**src/rtl/pit_channel.sv**
```systemverilog
// pit_channel: one 8253-style interval timer channel (binary modes 0, 2, 3) counting on iClkEn ticks.
// Define PIT_LATCH_EN to enable the RW=00 counter-latch command.
module pit_channel #(
    parameter bit RESET_OUT = 1'b1
) (
    input  logic       iClk,
    input  logic       iRst,
    input  logic       iClkEn,
    input  logic       iGate,
    input  logic       iCtrlWr,
    input  logic       iWr,
    input  logic       iRd,
    input  logic [7:0] iData,
    output logic [7:0] oData,
    output logic       oOut
);
    typedef enum logic [1:0] {
        MODE_INT    = 2'd0,
        MODE_RATE   = 2'd1,
        MODE_SQUARE = 2'd2,
        MODE_OFF    = 2'd3
    } opMode_t;

    logic [15:0] countReg, countNext;
    logic [15:0] reloadReg, reloadNext;
    logic [15:0] latchReg, latchNext;
    logic [7:0]  lsbReg, lsbNext;
    logic [7:0]  dataReg, dataNext;
    logic [2:0]  modeReg, modeNext;
    logic [1:0]  rwReg, rwNext;
    logic        wrPtrReg, wrPtrNext;
    logic        rdPtrReg, rdPtrNext;
    logic        armedReg, armedNext;
    logic        loadPendReg, loadPendNext;
    logic        latchedReg, latchedNext;
    logic        gatePrevReg;
    logic        outReg, outNext;

    opMode_t     opMode;
    logic [15:0] sqLow, sqHigh, rdSrc, wrVal;
    logic        tickEn, gateRise, wrDone;

    always_comb begin
        countNext    = countReg;
        reloadNext   = reloadReg;
        latchNext    = latchReg;
        lsbNext      = lsbReg;
        dataNext     = dataReg;
        modeNext     = modeReg;
        rwNext       = rwReg;
        wrPtrNext    = wrPtrReg;
        rdPtrNext    = rdPtrReg;
        armedNext    = armedReg;
        loadPendNext = loadPendReg;
        latchedNext  = latchedReg;
        outNext      = outReg;
        wrVal        = 16'd0;
        wrDone       = 1'b0;

        if (modeReg == 3'd0)
            opMode = MODE_INT;
        else if (modeReg[1])
            opMode = modeReg[0] ? MODE_SQUARE : MODE_RATE;
        else
            opMode = MODE_OFF;

        // Square wave halves: odd N splits into N+1 (high) and N-1 (low).
        sqLow    = {reloadReg[15:1], 1'b0};
        sqHigh   = sqLow + {14'd0, reloadReg[0], 1'b0};
        gateRise = iGate && !gatePrevReg;
        tickEn   = iClkEn && armedReg && !loadPendReg && iGate;
        rdSrc    = latchedReg ? latchReg : countReg;

        if (opMode != MODE_OFF && iClkEn && loadPendReg) begin
            countNext    = (opMode == MODE_SQUARE) ? (outReg ? sqHigh : sqLow) : reloadReg;
            armedNext    = 1'b1;
            loadPendNext = 1'b0;
        end else if (tickEn) begin
            case (opMode)
                MODE_INT: begin
                    countNext = countReg - 16'd1;
                    if (countReg == 16'd1)
                        outNext = 1'b1;
                end
                MODE_RATE: begin
                    if (countReg == 16'd1) begin
                        countNext = reloadReg;
                        outNext   = 1'b1;
                    end else begin
                        countNext = countReg - 16'd1;
                        if (countReg == 16'd2)
                            outNext = 1'b0;
                    end
                end
                MODE_SQUARE: begin
                    if (countReg == 16'd2) begin
                        // N=1 never toggles, so the output stays high.
                        if (reloadReg != 16'd1) begin
                            outNext   = !outReg;
                            countNext = outReg ? sqLow : sqHigh;
                        end else begin
                            countNext = sqHigh;
                        end
                    end else begin
                        countNext = countReg - 16'd2;
                    end
                end
                default: ;
            endcase
        end

        if ((opMode == MODE_RATE || opMode == MODE_SQUARE) && gateRise && armedReg)
            loadPendNext = 1'b1;
        if ((opMode == MODE_SQUARE && !iGate) || opMode == MODE_OFF)
            outNext = 1'b1;

        if (iRd) begin
            case (rwReg)
                2'b01: begin
                    dataNext    = rdSrc[7:0];
                    latchedNext = 1'b0;
                end
                2'b10: begin
                    dataNext    = rdSrc[15:8];
                    latchedNext = 1'b0;
                end
                default: begin
                    dataNext  = rdPtrReg ? rdSrc[15:8] : rdSrc[7:0];
                    rdPtrNext = !rdPtrReg;
                    if (rdPtrReg)
                        latchedNext = 1'b0;
                end
            endcase
        end

        // A control write overrides tick, read-pointer and data-write effects in the same cycle.
        if (iCtrlWr) begin
            if (iData[5:4] != 2'b00) begin
                modeNext     = iData[3:1];
                rwNext       = iData[5:4];
                wrPtrNext    = 1'b0;
                rdPtrNext    = 1'b0;
                armedNext    = 1'b0;
                loadPendNext = 1'b0;
                latchedNext  = 1'b0;
                outNext      = (iData[3:1] != 3'd0);
            end
`ifdef PIT_LATCH_EN
            else if (!latchedReg) begin
                latchNext   = countReg;
                latchedNext = 1'b1;
            end
`endif
        end else if (iWr) begin
            case (rwReg)
                2'b01: begin
                    wrVal  = {8'h00, iData};
                    wrDone = 1'b1;
                end
                2'b10: begin
                    wrVal  = {iData, 8'h00};
                    wrDone = 1'b1;
                end
                default: begin
                    if (!wrPtrReg) begin
                        lsbNext   = iData;
                        wrPtrNext = 1'b1;
                        if (modeReg == 3'd0)
                            armedNext = 1'b0;
                    end else begin
                        wrVal     = {iData, lsbReg};
                        wrDone    = 1'b1;
                        wrPtrNext = 1'b0;
                    end
                end
            endcase
            if (wrDone) begin
                reloadNext   = wrVal;
                loadPendNext = 1'b1;
                if (modeReg == 3'd0)
                    outNext = 1'b0;
            end
        end
    end

    always_ff @(posedge iClk) begin
        if (iRst) begin
            countReg    <= 16'd0;
            reloadReg   <= 16'd0;
            latchReg    <= 16'd0;
            lsbReg      <= 8'd0;
            dataReg     <= 8'd0;
            modeReg     <= 3'd0;
            rwReg       <= 2'b11;
            wrPtrReg    <= 1'b0;
            rdPtrReg    <= 1'b0;
            armedReg    <= 1'b0;
            loadPendReg <= 1'b0;
            latchedReg  <= 1'b0;
            gatePrevReg <= 1'b0;
            outReg      <= RESET_OUT;
        end else begin
            countReg    <= countNext;
            reloadReg   <= reloadNext;
            latchReg    <= latchNext;
            lsbReg      <= lsbNext;
            dataReg     <= dataNext;
            modeReg     <= modeNext;
            rwReg       <= rwNext;
            wrPtrReg    <= wrPtrNext;
            rdPtrReg    <= rdPtrNext;
            armedReg    <= armedNext;
            loadPendReg <= loadPendNext;
            latchedReg  <= latchedNext;
            gatePrevReg <= iGate;
            outReg      <= outNext;
        end
    end

    assign oData = dataReg;
    assign oOut  = outReg;
endmodule
```
**config.mk**
```make
export PLATFORM = sky130hd
export DESIGN_NAME = pit_channel
export DESIGN_NICKNAME = d
export VERILOG_FILES = /design/src/rtl/pit_channel.sv
export SDC_FILE = /design/constraint.sdc
export NUM_CORES = 1
export LEC_CHECK = 0
export CAP_MARGIN = 25
export CORE_MARGIN = 2
export CORE_UTILIZATION = 57
export DETAILED_ROUTE_END_ITERATION = 10
export PLACE_DENSITY = 0.77
export SLEW_MARGIN = 20
export SYNTH_ARGS = -nofsm -noshare
export SYNTH_HDL_FRONTEND = slang
export SYNTH_SLANG_ARGS = --single-unit
```
**constraint.sdc**
```tcl
create_clock -name iClk -period 3.3 [get_ports iClk]
set_input_delay 0.66 -clock iClk [delete_from_list [all_inputs] [get_ports iClk]]
set_output_delay 0.66 -clock iClk [all_outputs]
set_load 0.01 [all_outputs]
```
; Word-level counts from Yosys, hierarchy flattened
; Index checks and enable logic that the tools add are counted.
[classes]
n_eq_ne = 11
muxes = 62
bitwise = 3
n_reduce_logical = 29
addsub = 3
[ops]
columns = op, n
row1 = 16-bit 2-to-1 mux, 10
row2 = 16-bit one-hot mux with 3 select lines, 1
row3 = 1-bit 2-to-1 mux, 44
row4 = 16-bit one-hot mux with 2 select lines, 1
row5 = 16-bit by 2-bit adder with 16-bit output, 1
row6 = 16-bit by 1-bit == test with 1-bit output (second input constant), 1
row7 = 16-bit by 2-bit == test with 1-bit output (second input constant), 1
row8 = 16-bit by 1-bit inequality test with 1-bit output (second input constant), 1
row9 = 8-bit one-hot mux with 2 select lines, 1
row10 = 16-bit by 1-bit subtractor with 16-bit output (second input constant), 1
row11 = 16-bit by 2-bit subtractor with 16-bit output (second input constant), 1
row12 = 1-bit logical AND, 9
row13 = 8-bit 2-to-1 mux, 1
row14 = 2-bit == test (second input constant), 3
row15 = 2-bit 2-to-1 mux, 3
row16 = 3-bit AND reduction, 2
row17 = 2-bit nonzero test, 3
row18 = 1-bit zero test, 5
row19 = 2-bit by 1-bit == test with 1-bit output (second input constant), 2
row20 = 2-bit by 1-bit inequality test with 1-bit output (second input constant), 2
row21 = 2-bit AND reduction, 2
row22 = 4-bit AND reduction, 1
row23 = 4-bit nonzero test, 1
row24 = 3-bit zero test, 1
row25 = 7 further kinds, 10
[word_totals]
in_bits = 15
regBits = 60

; Depth between registers and ports, before layout
[logic_depth]
depth_word = 12
ltp_mapped = 12

; Worst setup path before layout
; Ideal clock, no wire load.
[synth_path]
kind = reg-to-reg
startpoint = reg modeReg[2]
endpoint = reg countReg[15]
n_path_buf = 2
arrival_ns = 2.425
slack_ns = 0.771
setup_time_ns = 0.103
stages_incl_launch_ff = 12
path_cell_list = dfxtp_1 > nor3_1 > a21oi_1 > inv_1 > ha_1 > buf_2 > nand3_1 > or2_1 > clkbuf_1 > or3_1 > a32o_1 > a2111oi_2
[synth_between]
elab_chain_len = 7
[synth_rtl]
columns = element, line_no
row1 = "start, declared", 29  ; logic [2:0] modeReg, modeNext;
row2 = "start signal, assigned", 208  ; modeReg <= modeNext;
row3 = 3-bit zero test *, 60  ; if (modeReg == 3'd0)
row4 = 2-bit 2-to-1 mux *, 60
row5 = 2-bit inequality test, 74  ; if (opMode != MODE_OFF && iClkEn && loadPendReg) begin
row6 = 1-bit logical AND (2 in series), 74
row7 = 4-bit nonzero test (no source line) / 2-bit nonzero test (equally long branches), --
row8 = 2-bit AND reduction (no source line), --
row9 = "end signal, assigned", 203  ; countReg <= countNext;
row10 = "end, declared", 24  ; logic [15:0] countReg, countNext;
; Every way passes the cells marked *; elsewhere a longest branch is shown, timed or not. The select of a mux whose other input is x is not followed.
; A chain may end at the register's enable or synchronous reset.

; Worst setup path after layout
[layout_path]
startpoint = reg modeReg[0]
endpoint = reg countReg[15]
[layout_between]
elab_chain_len = 8
[layout_rtl]
columns = element, line_no
row1 = 2-bit 2-to-1 mux, 63  ; opMode = modeReg[0] ? MODE_SQUARE : MODE_RATE;
row2 = 2-bit 2-to-1 mux, 62  ; else if (modeReg[1])
row3 = 2-bit 2-to-1 mux *, 60
row4 = 2-bit inequality test, 74
row5 = 1-bit logical AND (2 in series), 74
row6 = 4-bit nonzero test (no source line) / 2-bit nonzero test (equally long branches), --
row7 = 2-bit AND reduction (no source line), --
; Marks and branches as above.

==> out/qor.yml <==
status: "complete, no violations"
die_y_um: 95.7
dr.first_iter.drc_count: 625
end_kind: "flip-flop"
tightest_slew_ns: 0.739
layout_commonest_cell: "nand2_1"
final_area_sq_mm: 0.00526
worstPathCellList: "nor3_1 -> a21oi_1 -> inv_1 -> ha_1 -> nand3_1 -> or2_1 -> or3_1 -> a32o_1 -> a2111oi_2"
pre_cts_ws_ns: 0.536
die_x_um: 95.7
postSynthAreaPerCell_sq_um: 7.38
rows: 33
min_to: "latchedReg"
grt_pass1_vias: 4521
cts-resized-gates: 0
finalWorstSetupSlack_ns: 0.562
io_pins: 24
io_buffer_count: 23
ant_nets: 0
diodes: 0
p_leak_nw: 1.97
placed_cell_area_sq_mm: 0.00503
r2r.worst_path.cells: 9
clock_latency_ns: 0.37
grt_antenna_before_repair: 0
cts_tree: "yes"
clock-sinks: 60
cts_root_buf: "clkbuf_8"
ys.warnings.count: 0
yosys.area.top_type: "dfxtp_1"
crit_buf_inv: 1
cp_max_fo: 7
dp_hpwl_um: 11100
grt.total_usage: 0.348
syn_inst: 649
fin_skew_ns: 0.0182
synth-main-ff-cell: "dfxtp_1"
max_stage_delay_ns: 0.36
p_total_mw: 2.35
post_drt_wl_per_cell_um: 20.6
fin_nets: 671
holdPathStages: 2
cts.clk_slew.worst_paths_ns: 0.08
max_slew_margin: 0.507
grt-ovfl-total: 0
syn_to_final_growth_pct: 9.74
finalCritPeriodShare: 0.830
seq_area_frac_synth: 0.251
htree_levels: 3
worstHoldStart: "latchedReg"
r2r_setup_slack_ns: 0.56
async_flop_share: 0
nFillCells: 750
drv_slew: 0
setup_viol: 0
num_vias: 5077
irDropWorstVdd_uv: 308
synth_edf_count: 0
r2r-end: "countReg[15]"
avgViaCountPerCell: 6.75
syn_nets: 678
r2r-start: "modeReg[0]"
cellPowerDensity_mw_per_mm2: 447
synth_area_sq_mm: 0.00479
routed_wl_um: 15500
yosysTopAreaCellShare: 0.251
route.detailed.drc: 0
synth-seq-cells: 60
timing.hold.ws_ns: 0.443
grt_first_pass_wirelength_um: 24000
crit_slowest_cell: "a2111oi_2"
cts_setup_buffers: 0
maxCapViolCount: 0
clock_path_buffers: 2
worstSetupStartpointType: "flip-flop"
grt_max_degree: 42
crit_type: "reg -> reg"
path_delay_family: "simple AND/OR/NAND/NOR gates"
gp_congestion: 1.05
synth_cell_types: 67
hp-class: "reg -> reg"
drive_above_1_share: 0.0958
cts_buffers: 9
fmax_mhz: 365
setup_tns_ns: 0
cp.required_ns: 3.55
final_cell_mix: "nand2_1, dfxtp_1, nor2_1, a21oi_1, nand3_1"
fin_crit_ns: 2.74
critPathArrivalTime_ns: 2.99
first_pass_iters: 6
dieArea_sq_mm: 0.00915
core-area_sq_mm: 0.00818
final-hold-violation-count: 0
start_util: 0.586
cts_hold_buf: 0
rsz0062_at_grt: "no"
synth.area.top_cells: "dfxtp_1, a21oi_1, nand2_1, xor2_1, nor2_1"
## worst max path at each step
| stage | from | to | cells past startpoint |
|---|---|---|---|
| floorplan | modeReg[2] | countReg[15] | 11 |
| global placement | iClkEn | countReg[12] | 7 |
| detailed placement | iClkEn | countReg[12] | 7 |
| CTS | modeReg[0] | countReg[15] | 9 |
| global route | modeReg[0] | countReg[15] | 9 |
| finish | modeReg[0] | countReg[15] | 9 |
## logic make-up (layout without fill, tap and decap cells)
family	count (synthesis)	in the layout	share of synthesized area
and+or+nand+nor	257	257	0.287
AOI/OAI and AO/OA	188	188	0.262
buffers and inverters	82	80	0.0734
DFF	60	60	0.251
xor gates and xnor gates	41	41	0.0750
adders and majority gates	14	14	0.0366
muxes	7	7	0.0154
## cells in the mapped netlist, drive strengths merged (6+ instances only)
cell / instances
a211oi: 19
a21oi: 53
a221oi: 6
a22o: 8
a22oi: 7
a31oi: 16
and3: 9
buf: 28
clkbuf: 34
dfxtp: 60
ha: 14
inv: 18
nand2: 68
nand3: 29
nand4: 18
nor2: 56
nor2b: 11
nor3: 18
nor3b: 6
nor4: 15
o211ai: 8
o21ai: 32
or3: 6
xnor2: 16
xor2: 25
## area by class of cell
cell class	count	area (sq um)	share of cell area
well taps	105	131	0.0250
clock buffers	9	124	0.0236
flip-flops and latches	60	1200	0.228
clock inverters	7	105	0.0200
multi-input cells	507	3240	0.616
repair buffers	44	383	0.0728
inverters	20	75.1	0.0143
## stage by stage
stage | instances | util
final | 752 | 0.643
after global routing | 752 | 0.643
after CTS | 752 | 0.643
after detailed placement | 736 | 0.615
after global placement | 736 | 0.615
after floorplan | 649 | -
## worst register-to-register path, cell delays in order (launching register included)
cell and delay (ns):
dfxtp_1 0.34, nor3_1 0.30, a21oi_1 0.13, inv_1 0.11, ha_1 0.25, nand3_1 0.19, or2_1 0.35, or3_1 0.34
a32o_1 0.27, a2111oi_2 0.36
## report_power, final
group	internal (mW)	switching, mW	leakage [nW]
registers	0.757	0.0685	0.487
clock network	0.437	0.366	0.112
logic	0.278	0.445	1.37
## state kept, by name (all words and copies together), names as in the netlist, 2 cells and up
| signal | cells |
|---|---|
| countReg | 16 |
| lsbReg | 8 |
| oData | 8 |
| modeReg | 3 |
| rwReg | 2 |
| reloadReg | 16 |
## metal layers
layer,vias to the layer above,track usage,part of all wire,routed length (um)
li1,2359,-,-,-
met1,2336,0.453,0.40,6220
met2,316,0.544,0.45,6950
met3,66,0.0854,0.10,1580
met4,0,0.157,0.045,700
met5,-,0,0,0
No activity file was read; power rests on OpenSTA's default activity.
